**src/rtl/multicycle_ctrl.sv**
```systemverilog
// multicycle_ctrl: Moore control FSM for a multicycle RV32 datapath; CTRL_JUMP_EN enables JAL/JALR.
module multicycle_ctrl (
  input  logic       clk,
  input  logic       reset,
  input  logic [6:0] opcode,
  input  logic [2:0] funct3,
  input  logic       zero,
  input  logic       mem_ready,
  output logic       pc_write,
  output logic       ir_write,
  output logic       mem_read,
  output logic       mem_write,
  output logic       reg_write,
  output logic [1:0] alu_src_a,
  output logic [1:0] alu_src_b,
  output logic [1:0] alu_op,
  output logic [1:0] pc_src,
  output logic [1:0] wb_sel,
  output logic       illegal,
  output logic [3:0] state
);
  typedef enum logic [3:0] {
    FETCH = 4'd0, DECODE = 4'd1, MEM_ADDR = 4'd2, MEM_RD = 4'd3, MEM_WB = 4'd4,
    MEM_WR = 4'd5, EXEC_R = 4'd6, EXEC_I = 4'd7, ALU_WB = 4'd8, BRANCH = 4'd9,
    JAL = 4'd10, JALR = 4'd11, ILLEGAL = 4'd15
  } state_t;
  state_t cur, nxt;
  always_ff @(posedge clk or posedge reset)
    if (reset) cur <= FETCH;
    else cur <= nxt;
  assign state = cur;
  always_comb begin
    nxt = ILLEGAL;
    pc_write = 1'b0;
    ir_write = 1'b0;
    mem_read = 1'b0;
    mem_write = 1'b0;
    reg_write = 1'b0;
    alu_src_a = 2'b00;
    alu_src_b = 2'b00;
    alu_op = 2'b00;
    pc_src = 2'b00;
    wb_sel = 2'b00;
    illegal = 1'b0;
    case (cur)
      FETCH: begin
        mem_read = 1'b1;
        alu_src_b = 2'b01;
        pc_write = mem_ready;
        ir_write = mem_ready;
        nxt = mem_ready ? DECODE : FETCH;
      end
      DECODE: begin
        alu_src_a = 2'b01;
        alu_src_b = 2'b10;
        nxt = opcode == 7'b0110011 ? EXEC_R :
              opcode == 7'b0010011 ? EXEC_I :
              (opcode == 7'b0000011 || opcode == 7'b0100011) ? MEM_ADDR :
              opcode == 7'b1100011 ? BRANCH :
`ifdef CTRL_JUMP_EN
              opcode == 7'b1101111 ? JAL :
              opcode == 7'b1100111 ? JALR :
`endif
              ILLEGAL;
      end
      MEM_ADDR: begin
        alu_src_a = 2'b10;
        alu_src_b = 2'b10;
        nxt = opcode == 7'b0000011 ? MEM_RD : MEM_WR;
      end
      MEM_RD: begin
        mem_read = 1'b1;
        nxt = mem_ready ? MEM_WB : MEM_RD;
      end
      MEM_WB: begin
        reg_write = 1'b1;
        wb_sel = 2'b01;
        nxt = FETCH;
      end
      MEM_WR: begin
        mem_write = 1'b1;
        nxt = mem_ready ? FETCH : MEM_WR;
      end
      EXEC_R: begin
        alu_src_a = 2'b10;
        alu_op = 2'b10;
        nxt = ALU_WB;
      end
      EXEC_I: begin
        alu_src_a = 2'b10;
        alu_src_b = 2'b10;
        alu_op = 2'b10;
        nxt = ALU_WB;
      end
      ALU_WB: begin
        reg_write = 1'b1;
        nxt = FETCH;
      end
      BRANCH: begin
        alu_src_a = 2'b10;
        alu_op = 2'b01;
        pc_src = 2'b01;
        pc_write = (funct3 == 3'b000 && zero) || (funct3 == 3'b001 && !zero);
        nxt = FETCH;
      end
`ifdef CTRL_JUMP_EN
      JAL: begin
        pc_src = 2'b01;
        pc_write = 1'b1;
        reg_write = 1'b1;
        wb_sel = 2'b10;
        nxt = FETCH;
      end
      JALR: begin
        alu_src_a = 2'b10;
        alu_src_b = 2'b10;
        pc_write = 1'b1;
        reg_write = 1'b1;
        wb_sel = 2'b10;
        nxt = FETCH;
      end
`else
      JAL, JALR: nxt = ILLEGAL;
`endif
      ILLEGAL: begin
        illegal = 1'b1;
        nxt = ILLEGAL;
      end
      default: nxt = ILLEGAL;
    endcase
    // FETCH decodes mem_read=1, so reset must mask the outputs, not just the state
    if (reset) begin
      pc_write = 1'b0;
      ir_write = 1'b0;
      mem_read = 1'b0;
      mem_write = 1'b0;
      reg_write = 1'b0;
      alu_src_a = 2'b00;
      alu_src_b = 2'b00;
      alu_op = 2'b00;
      pc_src = 2'b00;
      wb_sel = 2'b00;
      illegal = 1'b0;
    end
  end
endmodule

```
**config.mk**
```make
export PLATFORM = sky130hd
export DESIGN_NAME = multicycle_ctrl
export DESIGN_NICKNAME = d
export VERILOG_FILES = /design/src/rtl/multicycle_ctrl.sv
export SDC_FILE = /design/constraint.sdc
export NUM_CORES = 1
export LEC_CHECK = 0
export ABC_CLOCK_PERIOD_IN_PS = 2200
export CORE_MARGIN = 2
export CORE_UTILIZATION = 38
export DETAILED_ROUTE_END_ITERATION = 10
export PLACE_DENSITY_LB_ADDON = 0.15
export SYNTH_ARGS = -nofsm -noshare
export SYNTH_HDL_FRONTEND = slang
export SYNTH_SLANG_ARGS = --single-unit
```
**constraint.sdc**
```tcl
create_clock -name clk -period 2.2 [get_ports clk]
set_clock_uncertainty 0.05 [all_clocks]
set_input_delay 0.44 -clock clk [delete_from_list [all_inputs] [get_ports clk]]
set_output_delay 0.44 -clock clk [all_outputs]
set_load 0.02 [all_outputs]
```
==> results <==
## metal layers
layer	global-route usage	vias up	routed length [um]	part of all wire
met4	0.116	0	24	0.014
met2	0.363	34	869	0.52
li1	-	345	-	-
met5	0	-	0	0
met1	0.211	322	680	0.41
met3	0.0261	4	98	0.059
## tightest hold or removal path: cells and delay by family
family                 cells  cell delay, ps
buffers and inverters      4             880
## worst max-delay path by stage
| stage | endpoint | slack (ps) | cells after the start |
|---|---|---|---|
| 6_report | alu_src_b[0] | 40 | 4 |
| 5_1_grt | alu_src_a[1] | 0.6 | 4 |
| 4_1_cts | alu_src_a[1] | 10 | 4 |
| 3_5_place_dp | pc_write | -460 | 5 |
| 3_3_place_gp | alu_src_b[0] | -370 | 4 |
| 2_1_floorplan | alu_src_b[0] | 90 | 3 |
## power by group through the flow
stage          sequential [mW]  combinational (mW)  clock [mW]
2_1_floorplan           0.0749              0.0152           0
3_3_place_gp            0.0749              0.0481           0
3_5_place_dp            0.0749              0.0491           0
4_1_cts                 0.0740              0.0488      0.0953
5_1_grt                 0.0739              0.0526       0.103
6_report                0.0740              0.0488      0.0944
## stage by stage
| step | total power, mW | cell area (um^2) | setup WS [ps] | hold slack (ps) | util |
|---|---|---|---|---|---|
| detailed placement | 0.124 | 922 | -460 | 755 | 0.700 |
| global placement | 0.123 | 922 | -372 | 740 | 0.700 |
| floorplan | 0.0901 | 547 | 86.8 | 170 | - |
| global route | 0.229 | 911 | 0.550 | 717 | 0.691 |
| finish | 0.217 | 911 | 36.2 | 699 | 0.691 |
| CTS | 0.218 | 921 | 11.6 | 685 | 0.699 |
## cells by family after synthesis
logic type,Yosys count,share of synthesized area
DFF,4,0.184
and+or+nand+nor,38,0.401
other,1,0.00691
xor gates and xnor gates,2,0.0323
buffers and inverters,11,0.157
AOI/OAI and AO/OA,17,0.219
## Yosys cell counts, types with 2 or more instances
master    instances  share of area
nand2b_1          2          0.023
buf_4             4          0.055
nand3_1           2          0.018
nor4_1            2          0.023
nor3_1            6          0.055
nor2b_1           2          0.023
nand2_1           4          0.028
clkbuf_8          2          0.051
inv_1             3          0.021
o21ai_0           4          0.037
nor2_1           10          0.069
a21oi_1           6          0.055
or3_1             2          0.023
dfrtp_1           4           0.18
## final cells by class
type,count,area share
clock buffers,3,0.0247
inverters,3,0.0124
multi-input cells,59,0.411
flip-flops and latches,4,0.111
well taps,15,0.0206
repair buffers,47,0.420
## what timing repair did
action / in CTS / in global routing
endpoints found under the setup margin: 14 / 8
resized for setup: 31 / 14
endpoints found under the hold margin: 0 / 0
pin swaps: 0 / 0
==> impl_metrics.toml <==
[global_routing]
antenna_found_initial = 0
gr-total-overflow = 0
grt_pass1_wl_um = 2640
grt_use_total = 0.197
grt_start_max_net_pins = 15
grt_pass1_vias = 632

[die]
fp.dieW_um = 41.8
die_y_um = 41.8
io_pins = 34
dieArea_um2 = 1750
start_util = 0.412
core_um2 = 1320
std_cell_rows = 13

[final_layout]
largest_reg_flops = 4
layout_commonest_cell = "clkdlybuf4s50_1"
multi_input_area_um2 = 374
drive_above_1_share = 0.353
ff_latch_area_um2 = 101
fillers = 120
final_cell_mix = "17 x clkdlybuf4s50_1, 16 x buf_4, 10 x nor2_1"
fin_nets = 132
diodes = 0
syn2layout_area_growth_pct = 67.7
stdcell_count = 131

[timing]
slew_violations = 0
finalSetupTns_ps = 0
setup-violations-final = 0
max_freq_ghz = 0.462
fin_crit_sh = 0.984
period_needed_ps = 2160
hold_viol = 0
rsz0062_at_grt = "false"

[critical_path]
r2r_cells = 6
cpPeakStageDelay_ps = 450
crit_path_start = "reset"
arrival_ps = 1670
path_buf_inv = 2
crit_chain = "clkdlybuf4s50_1, or3_2, nor3_1, buf_2"
critPathRequiredTime_ps = 1710
crit_family = "buffers and inverters"
regToRegSetupSlack_ps = 540
critPathLaunchType = "primary input"
path_class = "primary input to output pin"
rr_endpoint = "state[2]$_DFF_PP0_"
path_max_fanout = 3
r2r-start = "state[0]$_DFF_PP0_"
cp-end-kind = "output pin"
crit_slowest_cell = "clkdlybuf4s50_1"

[clock_tree]
cts_buffers = 3
clock_sink_count = 4
htree_levels = 1
path_clk_slew_ps = 40
cts-root-buf = "clkbuf_4"
cts_setup_buffers = 0
hold_buffers = 0
cts_tree = "yes"
cts_buffer_depth = 2
clock_latency_ps = 240

[logic_synthesis]
synth_area_per_cell_um2 = 7.44
ys.flop_type = "dfrtp_1"
synth-seq-cells = 4
async_flop_share = 1.00
synthesis.instances = 73
netlist_area_um2 = 543
yosys_warnings = 0
synth_cell_type_count = 34
synth-edff-count = 0
ys_seq_area_frac = 0.184

[route]
avgViaCountPerCell = 5.38
first_pass_iters = 4
drtAntennaViolNets = 0
drt_wl_total_um = 1670
avgRoutedWirePerCell_um = 12.8
drc = 0
first_iter_violations = 18
vias = 705

[power]
p_leak_nw = 0.416
power_density_nw_per_um2 = 238
peakVddDrop_uv = 237
p_int_uw = 165
switching_power_uw = 52.4
power_switching_share = 0.241
clkPwrFrac = 0.435
p_seq_frac = 0.341
power_frac_comb = 0.225

[flow_run]
cap_violations = 0

[placement]
globalplace.congestion = 0.849
placed_cells = 128
place_hpwl_um = 1280
portBuffers = 31

[outcome]
status = "complete, no violations"

[hold_path]
hp-class = "primary input to asynchronous set/reset pin"
Power figures use the tool's default switching activity.
